<file path="src/rtl/dcsk_pkg.sv">
// Shared types and width helper for the DCSK integrate-and-dump correlator.
package dcsk_pkg;

  typedef enum logic {
    IDLE  = 1'b0,
    ACCUM = 1'b1
  } state_e;

  // Accumulator width: full product width plus enough headroom for a whole symbol.
  function automatic int acc_len(input int word_len, input int spread);
    return 2 * word_len + $clog2(spread);
  endfunction

endpackage

</file>
<file path="src/rtl/dcsk_sample_counter.sv">
// Modulo-SPREAD_FACTOR sample counter with synchronous clear and enable.
// A clear together with enable counts the current sample as sample 0,
// so the counter lands on 1 rather than 0.
module dcsk_sample_counter #(
  parameter  int SPREAD_FACTOR = 16,
  localparam int CNT_W         = $clog2(SPREAD_FACTOR)
) (
  input  logic i_clk,
  input  logic i_arst_n,
  input  logic i_clr,
  input  logic i_en,
  output logic o_tc
);

  logic [CNT_W-1:0] count_q;
  logic [CNT_W-1:0] count_d;
  logic             tc;

  assign tc   = (count_q == CNT_W'(SPREAD_FACTOR - 1));
  assign o_tc = tc;

  // Next count: clear wins, enable advances and wraps at the terminal count.
  always_comb begin
    count_d = count_q;
    if (i_clr) begin
      count_d = i_en ? CNT_W'(1) : '0;
    end else if (i_en) begin
      count_d = tc ? '0 : count_q + CNT_W'(1);
    end
  end

  // Count register.
  always_ff @(posedge i_clk or negedge i_arst_n) begin
    if (!i_arst_n) begin
      count_q <= '0;
    end else begin
      count_q <= count_d;
    end
  end

endmodule

</file>
<file path="src/rtl/dcsk_correlator.sv">
// DCSK integrate-and-dump correlator: sums SPREAD_FACTOR signed products per
// symbol and emits the sum with a sign-based bit decision. The dump is done
// in-line on the final-sample cycle so back-to-back symbols need no bubble.
module dcsk_correlator
  import dcsk_pkg::*;
#(
  parameter  int WORD_LEN      = 8,
  parameter  int SPREAD_FACTOR = 16,
  localparam int ACC_LEN       = acc_len(WORD_LEN, SPREAD_FACTOR)
) (
  input  logic                       i_clk,
  input  logic                       i_arst_n,
  input  logic                       i_sync,
  input  logic                       i_halt,
  input  logic                       i_product_valid,
  input  logic signed [2*WORD_LEN-1:0] i_product,
  output logic signed [ACC_LEN-1:0]  o_corr,
  output logic                       o_bit,
  output logic                       o_bit_valid,
  output logic                       o_busy
);

  localparam int EXT_W = ACC_LEN - 2 * WORD_LEN;

  state_e                    state_q, state_d;
  logic signed [ACC_LEN-1:0] acc_q, acc_d;
  logic signed [ACC_LEN-1:0] corr_q, corr_d;
  logic                      bit_q, bit_d;
  logic                      bit_valid_q, bit_valid_d;
  logic                      busy_q, busy_d;
  logic signed [ACC_LEN-1:0] prod_ext;
  logic signed [ACC_LEN-1:0] sum;
  logic                      accumulating;
  logic                      cnt_clr;
  logic                      cnt_en;
  logic                      cnt_tc;

  assign prod_ext     = {{EXT_W{i_product[2*WORD_LEN-1]}}, i_product};
  assign accumulating = (state_q == ACCUM);

  // Halt and sync both restart the count; a valid product alongside sync is sample 0.
  assign cnt_clr = i_halt | i_sync;
  assign cnt_en  = i_product_valid & ~i_halt & (i_sync | accumulating);

  dcsk_sample_counter #(
    .SPREAD_FACTOR(SPREAD_FACTOR)
  ) u_sample_counter (
    .i_clk   (i_clk),
    .i_arst_n(i_arst_n),
    .i_clr   (cnt_clr),
    .i_en    (cnt_en),
    .o_tc    (cnt_tc)
  );

  // Next-state, accumulate and dump decisions; priority is halt, then sync, then valid.
  always_comb begin
    state_d     = state_q;
    acc_d       = acc_q;
    corr_d      = corr_q;
    bit_d       = bit_q;
    bit_valid_d = 1'b0;
    sum         = acc_q + prod_ext;
    if (i_halt) begin
      state_d = IDLE;
      acc_d   = '0;
    end else if (i_sync) begin
      state_d = ACCUM;
      acc_d   = i_product_valid ? prod_ext : '0;
    end else if (accumulating && i_product_valid) begin
      if (cnt_tc) begin
        acc_d       = '0;
        corr_d      = sum;
        bit_d       = ~sum[ACC_LEN-1];
        bit_valid_d = 1'b1;
      end else begin
        acc_d = sum;
      end
    end
    busy_d = (state_d == ACCUM);
  end

  // State, accumulator and registered outputs.
  always_ff @(posedge i_clk or negedge i_arst_n) begin
    if (!i_arst_n) begin
      state_q     <= IDLE;
      acc_q       <= '0;
      corr_q      <= '0;
      bit_q       <= 1'b0;
      bit_valid_q <= 1'b0;
      busy_q      <= 1'b0;
    end else begin
      state_q     <= state_d;
      acc_q       <= acc_d;
      corr_q      <= corr_d;
      bit_q       <= bit_d;
      bit_valid_q <= bit_valid_d;
      busy_q      <= busy_d;
    end
  end

  assign o_corr      = corr_q;
  assign o_bit       = bit_q;
  assign o_bit_valid = bit_valid_q;
  assign o_busy      = busy_q;

endmodule
</file>
<file path="config.mk">
export PLATFORM = sky130hd
export DESIGN_NAME = dcsk_correlator
export DESIGN_NICKNAME = d
export VERILOG_FILES = /design/src/rtl/dcsk_pkg.sv /design/src/rtl/dcsk_sample_counter.sv /design/src/rtl/dcsk_correlator.sv
export SDC_FILE = /design/constraint.sdc
export NUM_CORES = 1
export LEC_CHECK = 0
export CORE_MARGIN = 2
export CORE_UTILIZATION = 54
export DETAILED_ROUTE_END_ITERATION = 6
export PLACE_DENSITY = 0.78
export SYNTH_ARGS = -nofsm -noshare
export SYNTH_HDL_FRONTEND = slang
export SYNTH_SLANG_ARGS = --single-unit
</file>
<file path="constraint.sdc">
create_clock -name i_clk -period 2.9 [get_ports i_clk]
set_clock_uncertainty 0.15 [all_clocks]
set_input_delay 0.87 -clock i_clk [delete_from_list [all_inputs] [get_ports i_clk]]
set_output_delay 0.87 -clock i_clk [all_outputs]
set_load 0.005 [all_outputs]
</file>
* Word-level counts from Yosys, hierarchy flattened
Index checks and enable logic that the tools add are counted.
Widths: inputs -> output; s select.
** Cells by class
- Add/sub/neg operators :: 2
- Eq/ne operators :: 1
- Muxes and demuxes :: 15
- Bitwise gates (word level) :: 7
- Reduce and logical (&&, ||, !) cells :: 5
** Operators by type and width (count)
- $mux 20 :: 5
- $add 20x16->20 :: 1
- $mux 4 :: 3
- $mux 1 :: 7
- $add 4x1->4 const B :: 1
- $eq 4x4->1 const B :: 1
- $reduce_and 4->1 :: 1
- $reduce_bool 2->1 :: 2
- $not 1->1 :: 3
- $reduce_bool 3->1 :: 1
- $and 1x1->1 :: 2
- $or 1x1->1 :: 2
- $logic_and 1x1->1 :: 1
** Storage, ports and cells
- Register bits after elaboration :: 47
- Bits of input ports :: 21
- Output and inout bits :: 23
- Logic and storage cells :: 36

* Logic depth before layout (Yosys ltp)
- Depth after elaboration :: 5
- Mapped depth :: 11
- Depth with buffers taken out :: 11

* Cells and area by module
Synthesis repeated with hierarchy kept, for this count alone.
** Second synthesis, totals
- Cells, all modules :: 291
- Area total of the unflattened synthesis :: 2852.7 um^2
** Modules (own cells, without submodules)
- dcsk_correlator :: instances 1, cells each 270, area each 2650.0 um^2
- dcsk_sample_counter :: instances 1, cells each 21, area each 202.7 um^2

* Least setup slack after synthesis
No wires, ideal clock.
- Path kind :: in2reg
- Start point :: input port i_product[0]
- End point :: register acc_q[16]
- Library setup time :: 0.126 ns
- Arrival :: 2.798 ns
- Required time :: 2.624 ns
- Setup slack :: -0.174 ns
- Cell stages on the path :: 11
- Cell sequence :: ha_1 -> inv_1 -> fa_1 -> nor2b_1 -> o21ai_1 -> a21oi_1 -> o21ai_0 -> a31oi_1 -> a31oi_1 -> xnor2_1 -> a221o_1
** On the way
- Longest elaborated chain between the ends :: 5
** RTL lines
- start: declaration :: line dcsk_correlator.sv:16 : input logic signed [2*WORD_LEN-1:0] i_product,
- $add 20x16->20 :: line dcsk_correlator.sv:62 : sum = acc_q + prod_ext;
- $mux 20 :: line dcsk_correlator.sv:70 : if (cnt_tc) begin
- $mux 20 :: line dcsk_correlator.sv:69 : end else if (accumulating && i_product_valid) begin
- $mux 20 :: line dcsk_correlator.sv:66 : end else if (i_sync) begin
- $mux 20 :: line dcsk_correlator.sv:63 : if (i_halt) begin
- end signal: assignment :: line dcsk_correlator.sv:86 : acc_q <= '0;
- end signal: assignment :: line dcsk_correlator.sv:93 : acc_q <= acc_d;
- end: declaration :: line dcsk_correlator.sv:26 : logic signed [ACC_LEN-1:0] acc_q, acc_d;
No other way between the ends. The select of a mux whose other input is x is not followed.
A chain may end at the register's enable or synchronous reset.

* Final worst setup path
- Start point :: input port i_product[10]
- End point :: register acc_q[18]
Same word-level chain as after synthesis.

==> flow_metrics.tcl <==
set metrics [dict create \
    wl_per_cell_um 18.00 \
    worst_slack_ns -0.01590 \
    die_area_um2 5800 \
    cts_tree "done" \
    portBuffers 43 \
    cts_hold_buf 0 \
    nFillCells 324 \
    async_flop_share_pct 100.0 \
    maxCapViolCount 0 \
    fin_nets 448 \
    slew_headroom_pct 59.22 \
    io_pins 44 \
    min_to "o_corr[9]" \
    grt_pass1_wl_um 12800 \
    reg2reg_depth 10 \
    synth-seq-cells 47 \
    hold_depth 2 \
    clock_sinks 47 \
    multi_input_area_um2 1823 \
    areaGrowthSynthToFinish_pct 47.22 \
    cp_max_fo 3 \
    grt_pass1_vias 2718 \
    drive_above_1_share_pct 29.98 \
    path_class "input port to flop" \
    hp-class "flop to flop" \
    cts.path.max_buffers 2 \
    violations "setup timing" \
    synth_edf_count 0 \
    routed_wl_um 8587 \
    tightest_slew_ns 0.6117 \
    die_width_um 76.16 \
    status "finished with violations" \
    synth-main-ff-cell "dfrtp_1" \
    viasPerCell 5.971 \
    syn-cell-area_um2 2811 \
    firstDrtPassIters 7 \
    design_area_um2 4139 \
    min_from "o_corr[9]" \
    avgSynthCellArea_um2 9.279 \
    antenna_cells 0 \
    dr_total_vias 2848 \
    gp_congestion 0.9482 \
    grtUsageTotal_pct 27.28 \
    hpwl_um 5413 \
    drc 0 \
    cts_max_level 2 \
    synth_cell_types 48 \
    drt_iter0_drc 300 \
    dpl_cell_area_um2 3762 \
    regArea_um2 1176 \
    power.leakage_nw 2.011 \
    fmax_mhz 342.9 \
    ctsRootBufferMaster "clkbuf_8" \
    peakVddDrop_mv 0.2649 \
    rrSetupSlack_ns 0.30 \
    final_util_pct 81.56 \
    ys_seq_area_share_pct 41.83 \
    power_density_nw_per_um2 390.3 \
    die_h_um 76.16 \
    finalMaxSlewViolations 0 \
    rows 26 \
    setup_viol_count_final 2 \
    globalRouteOverflowTotal 0 \
    clk_pin_slew_ns 0.09 \
    grt_max_degree 28 \
    startpoint_type "input port" \
    postRouteAntennaNets 0 \
    worstSetupEndpointType "flop" \
    worstReg2RegEnd "acc_q[15]" \
    r2r_start "acc_q[1]" \
    synth_top_area_share_pct 41.83 \
    yosysTopAreaCell "dfrtp_1" \
    min_period_ns 2.916 \
    fin_crit_sh_pct 100.5 \
    antenna_found_initial 0 \
    synthCells 303 \
    cts_buffers 5 \
    finalHoldViolations 0 \
    synth.top_cells.by_area "dfrtp_1 (42%), ha_1 (8.9%), nand2_1 (6.7%)" \
    clk_latency_ns 0.31 \
    start_util_pct 55.40 \
    synth_warnings 0 \
    crit_arrival_ns 2.96 \
    synth_fp_nets 345 \
    core_area_um2 5075 \
    worst_ep_required_time_ns 2.95 \
]
[Yosys cell counts (all sizes together) (7+ instances only)]
| cell | n |
|---|---|
| o21ai | 24 |
| dfrtp | 47 |
| nor2 | 20 |
| a21oi | 16 |
| a31oi | 8 |
| a22oi | 7 |
| xnor2 | 8 |
| a21o | 9 |
| inv | 15 |
| ha | 20 |
| clkbuf | 7 |
| nand2 | 51 |
| a222oi | 8 |
| xor2 | 8 |
| nand3 | 7 |
[power breakdown]
| group | switching (mW) | total (mW) | internal, mW |
|---|---|---|---|
| Sequential | 0.0203 | 0.695 | 0.675 |
| Combinational | 0.239 | 0.478 | 0.239 |
| Clock | 0.224 | 0.442 | 0.218 |
[placed cells by master (no fill, tap or decap), types with 4 or more instances in the layout]
cell type / synthesis / layout
dfrtp_1: 47 / 47
a22oi_1: 7 / 7
a21oi_2: 0 / 5
xnor2_1: 8 / 7
clkbuf_8: 0 / 7
and2_1: 4 / 4
a31oi_1: 8 / 4
clkdlybuf4s50_1: 0 / 27
inv_1: 15 / 14
a21o_1: 7 / 7
nand3_1: 7 / 7
a222oi_1: 8 / 8
nor3_1: 5 / 4
dlygate4sd2_1: 0 / 10
ha_1: 20 / 5
buf_4: 0 / 62
xor2_1: 8 / 8
ha_4: 0 / 14
nor2_1: 20 / 18
o21a_1: 4 / 4
o21ai_0: 20 / 19
a21oi_1: 16 / 10
nand2_1: 50 / 50
[flip-flops by register name (all words and copies together) (netlist names)]
signal                    flops
o_corr                       20
o_busy                        1
acc_q                        20
o_bit                         1
o_bit_valid                   1
u_sample_counter.count_q      4
[stage by stage]
step	total power [mW]	cells	setup slack, ns	setup TNS [ns]	hold WS [ns]
detailed placement	1.101	467	-0.6488	-14.19	0.3113
global placement	1.087	467	-0.5902	-12.73	0.3017
finish	1.615	477	-0.01590	-0.02502	0.3235
global route	1.679	477	-0.06693	-0.3065	0.3542
floorplan	0.9061	303	0.005094	0	0.3128
CTS	1.561	476	-0.02370	-0.02370	0.3326
[timing repair]
item                                   CTS  global route
buffers inserted                         1             1
resized for setup                       31            26
pin swaps                               25            17
endpoints found under the hold margin    0             0
setup endpoints to repair               27            20
[worst max path at each step]
stage             startpoint         to  slack [ns]
6_report       i_product[10]  acc_q[18]       -0.02
5_1_grt         i_product[2]  acc_q[15]       -0.07
4_1_cts         i_product[0]  acc_q[16]       -0.02
3_5_place_dp    i_product[0]  acc_q[16]       -0.65
3_3_place_gp    i_product[0]  acc_q[18]       -0.59
2_1_floorplan   i_product[0]  acc_q[16]       0.005
[kinds of logic after synthesis]
| group | after synthesis | share of synthesized area [%] |
|---|---|---|
| DFF | 47 | 41.83 |
| and+or+nand+nor | 100 | 15.93 |
| AOI/OAI and AO/OA | 91 | 22.56 |
| muxes | 3 | 1.157 |
| buffers and inverters | 25 | 3.916 |
| adders and majority gates | 21 | 9.613 |
| xor gates and xnor gates | 16 | 4.985 |
[layer usage]
metal / share of wire [%] / GRT usage [%]
met1: 42 / 34.68
met4: 2.0 / 9.091
met2: 50 / 47.50
met5: 0 / 0
met3: 5.9 / 4.621
[critical path, cell delays in order]
cell and delay, ns:
clkdlybuf4s50_1 0.47, ha_4 0.31, buf_4 0.11, buf_4 0.12, nand2_1 0.05, nor2_1 0.36
a31oi_1 0.18, xnor2_1 0.18, a221o_1 0.31
[cell type report]
cell class                      count  share of cell area (%)
Clock buffer                        8                   2.418
Inverter                           15                   1.360
Tap cell                           70                   2.116
Sequential cell                    47                   28.42
Multi-Input combinational cell    231                   44.04
Timing Repair Buffer              106                   21.64
Power figures use the tool's default switching activity.
